===== src/rtl/rd_xfr_controller_if.sv =====
// Handshake and status bundle between the RD transfer controller
// and its environment (trigger source, RD, processor).
interface rd_xfr_controller_if #(
   parameter int NBUF_BITS = 2
);
   logic                 ENABLE;
   logic                 TRIGGER;
   logic                 XFR_DONE;
   logic                 BUF_RELEASE;
   logic                 ERR_CLR;
   logic                 RD_TRIG;
   logic                 XFR_DONE_ACK;
   logic [NBUF_BITS-1:0] WR_BUF;
   logic [NBUF_BITS-1:0] RD_BUF;
   logic [NBUF_BITS:0]   FULL_COUNT;
   logic                 EVT_READY;
   logic                 BUSY;
   logic                 TIMEOUT_ERR;
   logic [15:0]          DROP_COUNT;

   modport master (
      input  ENABLE, TRIGGER, XFR_DONE, BUF_RELEASE, ERR_CLR,
      output RD_TRIG, XFR_DONE_ACK, WR_BUF, RD_BUF, FULL_COUNT,
      output EVT_READY, BUSY, TIMEOUT_ERR, DROP_COUNT
   );

   modport slave (
      output ENABLE, TRIGGER, XFR_DONE, BUF_RELEASE, ERR_CLR,
      input  RD_TRIG, XFR_DONE_ACK, WR_BUF, RD_BUF, FULL_COUNT,
      input  EVT_READY, BUSY, TIMEOUT_ERR, DROP_COUNT
   );
endinterface


===== src/rtl/rd_xfr_controller.sv =====
// RD event transfer sequencer: trigger pulse, done/ack handshake,
// buffer ring bookkeeping, drop counting and transfer timeout.
module rd_xfr_controller #(
   parameter int NBUF_BITS   = 2,
   parameter int TRIG_WIDTH  = 8,
   parameter int TIMEOUT_CYC = 200000
) (
   input  logic                AXI_CLK,
   input  logic                AXI_RESETN,
   rd_xfr_controller_if.master bus
);
   localparam logic [NBUF_BITS-1:0] PTR_ONE = 1;
   localparam logic [NBUF_BITS:0]   CNT_ONE = 1;

   typedef enum logic [2:0] {
      IDLE,
      TRIG,
      WAIT_DONE,
      ACK,
      COMMIT
   } state_t;

   state_t               state, state_nx;
   logic [7:0]           wcnt, wcnt_nx;
   logic [23:0]          timer, timer_nx;
   logic                 timeout_set;
   logic [NBUF_BITS-1:0] wr_ptr, rd_ptr;
   logic [NBUF_BITS:0]   full_cnt, full_nx;
   logic                 evt_ready;
   logic                 timeout_err;
   logic [15:0]          drop_cnt;
   logic                 full;
   logic                 idle;
   logic                 accept;
   logic                 drop;
   logic                 commit;
   logic                 release_ok;

   // The count tops out at exactly 2**NBUF_BITS, so its MSB means full.
   assign full       = full_cnt[NBUF_BITS];
   assign idle       = (state == IDLE);
   assign accept     = bus.TRIGGER & bus.ENABLE & idle & ~full;
   assign drop       = bus.TRIGGER & bus.ENABLE & (~idle | full);
   assign commit     = (state == COMMIT);
   assign release_ok = bus.BUF_RELEASE & (full_cnt != '0);

   // State, trigger-width counter and done timer registers.
   always_ff @(posedge AXI_CLK or negedge AXI_RESETN) begin
      if (!AXI_RESETN) begin
         state <= IDLE;
         wcnt  <= '0;
         timer <= '0;
      end else begin
         state <= state_nx;
         wcnt  <= wcnt_nx;
         timer <= timer_nx;
      end
   end

   // Next-state logic for the transfer sequence.
   always_comb begin
      state_nx    = state;
      wcnt_nx     = wcnt;
      timer_nx    = timer;
      timeout_set = 1'b0;
      unique case (state)
         IDLE: begin
            if (accept) begin
               state_nx = TRIG;
               wcnt_nx  = 8'(TRIG_WIDTH - 1);
            end
         end
         TRIG: begin
            if (wcnt == 8'd0) begin
               state_nx = WAIT_DONE;
               timer_nx = '0;
            end else begin
               wcnt_nx = wcnt - 8'd1;
            end
         end
         WAIT_DONE: begin
            if (bus.XFR_DONE) begin
               state_nx = ACK;
            end else if (timer == 24'(TIMEOUT_CYC)) begin
               state_nx    = IDLE;
               timeout_set = 1'b1;
            end else begin
               timer_nx = timer + 24'd1;
            end
         end
         ACK: begin
            if (!bus.XFR_DONE) state_nx = COMMIT;
         end
         COMMIT: state_nx = IDLE;
         default: state_nx = IDLE;
      endcase
   end

   // Fill level: a commit and a release in the same cycle cancel out.
   always_comb begin
      full_nx = full_cnt;
      if (commit && !release_ok) full_nx = full_cnt + CNT_ONE;
      if (!commit && release_ok) full_nx = full_cnt - CNT_ONE;
   end

   // Ring pointers, fill count and its registered non-empty flag.
   always_ff @(posedge AXI_CLK or negedge AXI_RESETN) begin
      if (!AXI_RESETN) begin
         wr_ptr    <= '0;
         rd_ptr    <= '0;
         full_cnt  <= '0;
         evt_ready <= 1'b0;
      end else begin
         if (commit) wr_ptr <= wr_ptr + PTR_ONE;
         if (release_ok) rd_ptr <= rd_ptr + PTR_ONE;
         full_cnt  <= full_nx;
         evt_ready <= (full_nx != '0);
      end
   end

   // Sticky error and saturating drop counter; a clear beats new events.
   always_ff @(posedge AXI_CLK or negedge AXI_RESETN) begin
      if (!AXI_RESETN) begin
         timeout_err <= 1'b0;
         drop_cnt    <= '0;
      end else if (bus.ERR_CLR) begin
         timeout_err <= 1'b0;
         drop_cnt    <= '0;
      end else begin
         if (timeout_set) timeout_err <= 1'b1;
         if (drop && drop_cnt != 16'hFFFF) drop_cnt <= drop_cnt + 16'd1;
      end
   end

   assign bus.RD_TRIG      = (state == TRIG);
   assign bus.XFR_DONE_ACK = (state == ACK);
   assign bus.BUSY         = ~idle;
   assign bus.WR_BUF       = wr_ptr;
   assign bus.RD_BUF       = rd_ptr;
   assign bus.FULL_COUNT   = full_cnt;
   assign bus.EVT_READY    = evt_ready;
   assign bus.TIMEOUT_ERR  = timeout_err;
   assign bus.DROP_COUNT   = drop_cnt;
endmodule


===== src/flat_wrapper.sv =====
// flat-port wrapper written by rule: the top's interface ports become plain ports
module rd_xfr_controller_flat 
#(
   parameter int NBUF_BITS   = 2,
   parameter int TRIG_WIDTH  = 8,
   parameter int TIMEOUT_CYC = 200000
)
  (AXI_CLK, AXI_RESETN, bus_ENABLE, bus_TRIGGER, bus_XFR_DONE, bus_BUF_RELEASE, bus_ERR_CLR, bus_RD_TRIG, bus_XFR_DONE_ACK, bus_WR_BUF, bus_RD_BUF, bus_FULL_COUNT, bus_EVT_READY, bus_BUSY, bus_TIMEOUT_ERR, bus_DROP_COUNT);
  rd_xfr_controller_if #(.NBUF_BITS(NBUF_BITS)) bus_i ();
  input  logic AXI_CLK;
  input  logic AXI_RESETN;
  input wire logic [$bits(bus_i.ENABLE)-1:0] bus_ENABLE;
  input wire logic [$bits(bus_i.TRIGGER)-1:0] bus_TRIGGER;
  input wire logic [$bits(bus_i.XFR_DONE)-1:0] bus_XFR_DONE;
  input wire logic [$bits(bus_i.BUF_RELEASE)-1:0] bus_BUF_RELEASE;
  input wire logic [$bits(bus_i.ERR_CLR)-1:0] bus_ERR_CLR;
  output wire logic [$bits(bus_i.RD_TRIG)-1:0] bus_RD_TRIG;
  output wire logic [$bits(bus_i.XFR_DONE_ACK)-1:0] bus_XFR_DONE_ACK;
  output wire logic [$bits(bus_i.WR_BUF)-1:0] bus_WR_BUF;
  output wire logic [$bits(bus_i.RD_BUF)-1:0] bus_RD_BUF;
  output wire logic [$bits(bus_i.FULL_COUNT)-1:0] bus_FULL_COUNT;
  output wire logic [$bits(bus_i.EVT_READY)-1:0] bus_EVT_READY;
  output wire logic [$bits(bus_i.BUSY)-1:0] bus_BUSY;
  output wire logic [$bits(bus_i.TIMEOUT_ERR)-1:0] bus_TIMEOUT_ERR;
  output wire logic [$bits(bus_i.DROP_COUNT)-1:0] bus_DROP_COUNT;
  assign bus_i.ENABLE = bus_ENABLE;
  assign bus_i.TRIGGER = bus_TRIGGER;
  assign bus_i.XFR_DONE = bus_XFR_DONE;
  assign bus_i.BUF_RELEASE = bus_BUF_RELEASE;
  assign bus_i.ERR_CLR = bus_ERR_CLR;
  assign bus_RD_TRIG = bus_i.RD_TRIG;
  assign bus_XFR_DONE_ACK = bus_i.XFR_DONE_ACK;
  assign bus_WR_BUF = bus_i.WR_BUF;
  assign bus_RD_BUF = bus_i.RD_BUF;
  assign bus_FULL_COUNT = bus_i.FULL_COUNT;
  assign bus_EVT_READY = bus_i.EVT_READY;
  assign bus_BUSY = bus_i.BUSY;
  assign bus_TIMEOUT_ERR = bus_i.TIMEOUT_ERR;
  assign bus_DROP_COUNT = bus_i.DROP_COUNT;
  rd_xfr_controller #(.NBUF_BITS(NBUF_BITS), .TRIG_WIDTH(TRIG_WIDTH), .TIMEOUT_CYC(TIMEOUT_CYC)) u_core (.AXI_CLK(AXI_CLK), .AXI_RESETN(AXI_RESETN), .bus(bus_i));
endmodule

===== config.mk =====
export PLATFORM = sky130hd
export DESIGN_NAME = rd_xfr_controller_flat
export DESIGN_NICKNAME = d
export VERILOG_FILES = /design/src/rtl/rd_xfr_controller_if.sv /design/src/rtl/rd_xfr_controller.sv /design/src/flat_wrapper.sv
export SDC_FILE = /design/constraint.sdc
export NUM_CORES = 1
export LEC_CHECK = 0
export CAP_MARGIN = 15
export CORE_MARGIN = 1
export CORE_UTILIZATION = 25
export CTS_BUF_LIST = sky130_fd_sc_hd__clkbuf_4
export CTS_CLUSTER_SIZE = 40
export DETAILED_ROUTE_END_ITERATION = 16
export SLEW_MARGIN = 10
export SYNTH_ARGS = -nofsm -noshare
export SYNTH_HDL_FRONTEND = slang
export SYNTH_SLANG_ARGS = --single-unit

===== constraint.sdc =====
create_clock -name AXI_CLK -period 2.11 [get_ports AXI_CLK]
set_clock_uncertainty 0.1 [all_clocks]
set_input_delay 0.422 -clock AXI_CLK [delete_from_list [all_inputs] [get_ports AXI_CLK]]
set_output_delay 0.422 -clock AXI_CLK [all_outputs]
set_load 0.02 [all_outputs]

==> results of run 1 <==
[cell families after synthesis]
kind of cell             Yosys count  synth area share, %
AND/OR/NAND/NOR                  173                 29.3
buffers and inverters             19                 2.36
AO/OA/AOI/OAI                     46                 8.99
XOR/XNOR                          33                 9.07
flip-flops                        60                 47.1
adder cells (fa/ha/maj)            8                 3.14
[cells in the mapped netlist, types with 4 or more instances]
library cell / count
nand3_1: 20
and3_1: 4
nor4_1: 8
dfrtp_1: 60
a21oi_1: 14
nor2_1: 47
nand4_1: 13
xnor2_1: 22
clkbuf_1: 4
or4_1: 9
nand2_1: 25
o21ai_0: 9
o31ai_1: 8
nor3_1: 12
and2_1: 4
or3_1: 5
ha_1: 8
o211ai_1: 4
xor2_1: 11
inv_1: 11
[sequential cells by signal, indices dropped and copies added (netlist names)]
name,count
u_core.bus.DROP_COUNT,16
u_core.bus.RD_BUF,2
u_core.timer,24
u_core.bus.EVT_READY,1
u_core.bus.FULL_COUNT,3
u_core.bus.TIMEOUT_ERR,1
u_core.wcnt,8
u_core.state,3
u_core.bus.WR_BUF,2
[placed cells by master (no fill, tap or decap), drive strengths merged, types with 2 or more instances in the layout]
master,n
a21oi,14
and4,2
ha,8
o21ai,11
bufinv,3
nand2,25
nand2b,3
or3,6
and2,4
buf,55
xor2,11
nor2,47
inv,11
or3b,2
clkbuf,9
clkinv,4
a31oi,2
o211ai,4
and3,4
or2,2
or4,9
a211o,2
clkdlybuf4s50,27
nand4,13
nand3,20
xnor2,22
dlymetal6s2s,3
o31ai,8
nor2b,2
nor3b,4
dfrtp,60
nor4b,3
nor3,14
nor4,10
[timing repair]
| item | CTS | global route |
|---|---|---|
| hold buffers | 1 | 0 |
| resized for setup | 10 | 25 |
| setup endpoints to repair | 3 | 25 |
| gates cloned | 0 | 0 |
| buffers inserted | 0 | 1 |
| hold endpoints to repair | 60 | 0 |
[per-stage QoR]
stage,total power [mW],utilization [%],setup WS [ns]
after detailed placement,3.14,33.7,-0.350
after CTS,4.15,35.2,0.00973
after global routing,4.43,35.8,-0.0195
after floorplan,2.40,-,0.00690
final,4.17,35.8,0.0550
after global placement,3.10,33.7,-0.310
[per-layer routing]
| layer | wire length, µm | GRT usage (%) |
|---|---|---|
| met1 | 3690 | 17.2 |
| met2 | 3780 | 21.0 |
| met5 | 0 | 0 |
| met3 | 385 | 2.85 |
| met4 | 139 | 5.37 |
[worst max-delay path by stage]
stage,from,endpoint,slack (ns),cells past startpoint
after floorplan,u_core.wcnt[4],u_core.timer[8],0.007,5
after global placement,bus_XFR_DONE,u_core.timer[19],-0.31,8
after detailed placement,bus_XFR_DONE,u_core.timer[12],-0.35,6
after CTS,u_core.state[0],bus_BUSY,0.01,3
after global routing,u_core.wcnt[1],u_core.timer[8],-0.02,6
final,u_core.wcnt[1],u_core.timer[8],0.06,6
[area by class of cell]
class	count	area [µm²]
Fill cell	1256	7840
Clock buffer	9	67.6
Timing Repair Buffer	86	768
Sequential cell	60	1500
Multi-Input combinational cell	260	1680
Tap cell	168	210
Inverter	11	41.3
Clock inverter	7	105
[power by group through the flow]
| stage | clock network [mW] | registers, mW | logic [mW] |
|---|---|---|---|
| detailed placement | 0 | 1.59 | 1.55 |
| finish | 1.01 | 1.57 | 1.59 |
| CTS | 1.04 | 1.57 | 1.54 |
| global route | 1.09 | 1.60 | 1.74 |
| floorplan | 0 | 1.68 | 0.725 |
| global placement | 0 | 1.58 | 1.52 |
[worst max-delay path, cell delays in order (launching register included)]
cell and delay [ns]:
dfrtp_1 0.41, inv_1 0.08, ha_1 0.13, or3b_4 0.37, or3_4 0.34, and2_4 0.16
a221o_1 0.35
==> results.py, run 1 <==
metrics = {
    "clocking": {
        "cts_tree": "yes",
        "cts_inserted_buffers": 9,
        "cts-root-buf": "clkbuf_4",
        "cts.clk_slew.worst_paths_ns": 0.10,
        "clkLatencyLatePin_ns": 0.40,
        "htreeDepth": 3,
        "cts_sinks": 60,
        "cts_buffer_depth": 2,
    },
    "place": {
        "io_buffer_count": 34,
        "dp.cells": 583,
        "dp_hpwl_mm": 5.74,
        "dpl_cell_area_mm2": 0.00412,
        "gp_congestion": 0.815,
    },
    "detailed_routing": {
        "num_vias": 2830,
        "wl_mm": 8.00,
        "antenna_left": 0,
        "via_per_inst": 4.71,
        "drcViolationCount": 0,
        "dr.pass1.iters": 5,
        "first_iter_violations": 152,
        "drt-wirelength-per-cell_um": 13.3,
    },
    "final_layout": {
        "final_cells": 601,
        "nNetsFinal": 443,
        "drive_gt1_share_pct": 21.2,
        "design_area_mm2": 0.00437,
        "area_growth_pct": 37.2,
        "antenna_cells": 0,
    },
    "synthesis": {
        "netlist_area_mm2": 0.00319,
        "synth_area_leaders": "dfrtp_1 47%, xnor2_1 6.0%, nor2_1 5.5%",
        "async_reset_ff_share_pct": 100,
        "yosys.area.top_type": "dfrtp_1",
        "synth_top_area_share_pct": 47.1,
        "yosysUniqueCellTypes": 45,
        "yosysSeqAreaShare_pct": 47.1,
        "synthCells": 339,
        "synth_nets": 354,
        "syn_avg_cell_area_um2": 9.40,
        "ys_seq_elements": 60,
        "synth-edff-count": 0,
        "synth_ff_type": "dfrtp_1",
        "yosysWarnings": 0,
    },
    "die": {
        "dieArea_mm2": 0.0132,
        "num_rows": 40,
        "die_width_um": 115,
        "initial_core_util_pct": 26.1,
        "core_area_mm2": 0.0122,
        "top_level_ports": 35,
        "die_h_um": 115,
    },
    "power": {
        "p_int_mw": 2.74,
        "clkPwrFrac_pct": 24.1,
        "ir_drop_mv": 0.565,
        "leakage_nw": 1.86,
        "p_per_area_mw_per_mm2": 955,
        "swShare_pct": 34.3,
        "power_frac_seq_pct": 37.7,
        "p_switching_mw": 1.43,
        "combPwrFrac_pct": 38.2,
    },
    "status": {
        "status": "finished, final reports clean",
    },
    "timing": {
        "rsz0062_at_grt": "true",
        "slew_headroom_pct": 76.6,
        "holdWs_ns": 0.377,
        "setup_viol": 0,
        "fin_tns_setup_ns": 0,
        "period_needed_ns": 2.05,
        "final-max-slew-violation-count": 0,
        "timing_worst_slew_pin_value_ns": 0.348,
        "max_clock_freq_mhz": 487,
        "hold_violations": 0,
        "period_share_pct": 97.4,
    },
    "critical_path": {
        "path_class": "flop to flop",
        "end_kind": "flop",
        "rr_startpoint": "u_core.wcnt[1]",
        "cp-start-kind": "flop",
        "cp.required_ns": 2.29,
        "r2r_cells": 6,
        "crit_path_max_fanout": 3,
        "timing.rr.end": "u_core.timer[8]",
        "reg2reg_slack_ns": 0.06,
        "cp.arrival_ns": 2.24,
    },
    "worst_hold_path": {
        "hold_path_depth": 1,
        "worstHoldStart": "u_core.bus.WR_BUF[1]",
        "holdPathEnd": "u_core.bus.WR_BUF[1]",
        "min_path_type": "flop to flop",
    },
    "global_route": {
        "grt_antenna_before_repair": 0,
        "grt_pass1_vias": 2848,
        "grt_pass1_wl_mm": 13.6,
        "grt_max_degree": 61,
        "grt_remaining_overflow": 0,
        "grt_usage_pct": 13.1,
    },
    "job": {
        "drv_cap": 0,
    },
}
Power figures use the tool's default switching activity.
==> run 2: changes to the inputs <==
CORE_UTILIZATION = 30   (was 25)
==> run 2 against run 1 <==
Against the previous run:
- utilization up 5.3 points
- sequential share of layout area up 1.1 points
- final area down 2.9%
- via count down 1.6%
- sequential power about the same
- largest power group is now sequential cells
- sequential cell count unchanged
- maximum frequency down 0.45%
- combinational power down 4%
- register-to-register slack about the same
==> results.py, run 2 (synthesized netlist as in run 1, its figures left out) <==
metrics = {
    "global_route": {
        "grt_pass1_vias": 2735,
        "grt_pass1_wl_mm": 13.3,
        "grt_max_degree": 61,
        "grt_antenna_before_repair": 0,
        "grt_usage_pct": 15.2,
        "grt_remaining_overflow": 0,
    },
    "detailed_routing": {
        "via_per_inst": 4.96,
        "first_iter_violations": 75,
        "wl_mm": 7.63,
        "drcViolationCount": 0,
        "num_vias": 2785,
        "antenna_left": 0,
        "dr.pass1.iters": 4,
        "drt-wirelength-per-cell_um": 13.6,
    },
    "critical_path": {
        "end_kind": "flop",
        "cp_slowest_cell": "or4_1",
        "cp.arrival_ns": 2.26,
        "cp-start-kind": "flop",
        "critPathMaxStageDelay_ns": 0.56,
        "path_class": "flop to flop",
        "crit_path_max_fanout": 3,
        "cp.required_ns": 2.31,
        "r2r_cells": 4,
        "crit_chain": "or4_1 -> or3_4 -> and2_4 -> a221o_1",
    },
    "place": {
        "gp_congestion": 0.838,
        "io_buffer_count": 34,
        "dp_hpwl_mm": 5.40,
        "pre_cts_slack_ns": -0.367,
    },
    "final_layout": {
        "final_common_cell": "dfrtp_1",
        "top_register": "u_core.timer",
        "layout_common_cells": "57 x dfrtp_1, 44 x nor2_1, 39 x buf_4",
        "area_growth_pct": 33.2,
        "antenna_cells": 0,
        "post-route-util_pct": 41.1,
        "fillers": 1001,
        "nNetsFinal": 435,
        "largest_register_ffs": 24,
        "drive_gt1_share_pct": 20.9,
    },
    "clocking": {
        "htreeDepth": 3,
        "cts_tree": "yes",
        "clkLatencyLatePin_ns": 0.41,
        "cts.clk_slew.worst_paths_ns": 0.11,
        "cts_buffer_depth": 2,
        "cts_inserted_buffers": 9,
        "cts-root-buf": "clkbuf_4",
        "cts_sinks": 60,
    },
    "power": {
        "leakage_nw": 1.85,
        "ir_drop_mv": 0.580,
        "p_per_area_mw_per_mm2": 933,
    },
    "timing": {
        "slew_headroom_pct": 77.5,
        "hold_violations": 0,
        "period_needed_ns": 2.06,
        "layout_setup_ws_ns": 0.0456,
        "setup_viol": 0,
        "period_share_pct": 97.8,
        "holdWs_ns": 0.380,
        "max_clock_freq_mhz": 484,
        "timing_worst_slew_pin_value_ns": 0.333,
        "final-max-slew-violation-count": 0,
    },
    "die": {
        "die_h_um": 105,
        "core_area_mm2": 0.0103,
        "top_level_ports": 35,
        "dieArea_mm2": 0.0110,
        "num_rows": 37,
        "initial_core_util_pct": 30.9,
        "die_width_um": 105,
    },
    "job": {
        "drv_cap": 0,
    },
    "status": {
        "status": "finished, final reports clean",
    },
    "worst_hold_path": {
        "hold_path_depth": 1,
        "min_path_type": "flop to flop",
    },
}
==> run 2: routing by layer <==
metal	share of wire (%)	track usage, %	vias up
met5	0	0	-
met4	1.5	6.34	0
met3	4.8	3.93	12
met2	46	24.0	58
met1	48	19.6	1331
li1	-	-	1384
==> run 2: critical path: cells and delay by family (launching register included) <==
family / cells / cell delay [ns]
AO/OA/AOI/OAI: 1 / 0.34
flip-flops: 1 / 0.41
AND/OR/NAND/NOR: 3 / 1.12
==> run 2: path summary, 6_finish.rpt <==
check | from | to | slack (ns)
worst max register to register | u_core.wcnt[5] | u_core.timer[8] | 0.05
worst min register to register | u_core.bus.WR_BUF[1] | u_core.bus.WR_BUF[1] | 0.38
worst min-delay path | u_core.bus.WR_BUF[1] | u_core.bus.WR_BUF[1] | 0.38
min in group asynchronous | AXI_RESETN | u_core.timer[17] | 0.44
worst max-delay path | u_core.wcnt[5] | u_core.timer[8] | 0.05
max in group asynchronous | AXI_RESETN | u_core.state[0] | 1.18
==> run 2: metrics by stage <==
step | area [µm²] | TNS (ns) | instances | total power [mW]
after global routing | 4240 | -0.0392 | 561 | 4.26
after floorplan | 3200 | 0 | 339 | 2.40
final | 4240 | 0 | 561 | 3.96
after CTS | 4170 | 0 | 559 | 3.94
after global placement | 4020 | -3.37 | 542 | 3.07
after detailed placement | 4020 | -4.05 | 542 | 3.09
==> run 2: area by class of cell <==
| class | instances | area (µm²) | area share [%] |
|---|---|---|---|
| clock inverters | 7 | 76.3 | 1.80 |
| multi-input cells | 260 | 1670 | 39.4 |
| repair buffers | 78 | 712 | 16.8 |
| inverters | 11 | 41.3 | 0.973 |
| clock buffers | 9 | 67.6 | 1.59 |
| well taps | 136 | 170 | 4.01 |
| flip-flops and latches | 60 | 1510 | 35.5 |
==> run 2: report_power, final <==
part | switching (mW) | internal, mW | total (mW)
combinational | 0.794 | 0.738 | 1.53
sequential | 0.209 | 1.37 | 1.58
clock | 0.482 | 0.366 | 0.848
==> run 2: repair_timing <==
action,CTS,global route
hold buffers,1,0
pin swaps,0,2
setup endpoints to repair,4,21
gates resized for setup,8,25
hold endpoints to repair,60,0
buffers inserted,0,2
==> run 3: changes to the inputs <==
SLEW_MARGIN = 20   (was 10)
==> results of run 3 <==
The final DEF is identical to that of run 2; final timing and power are the same.
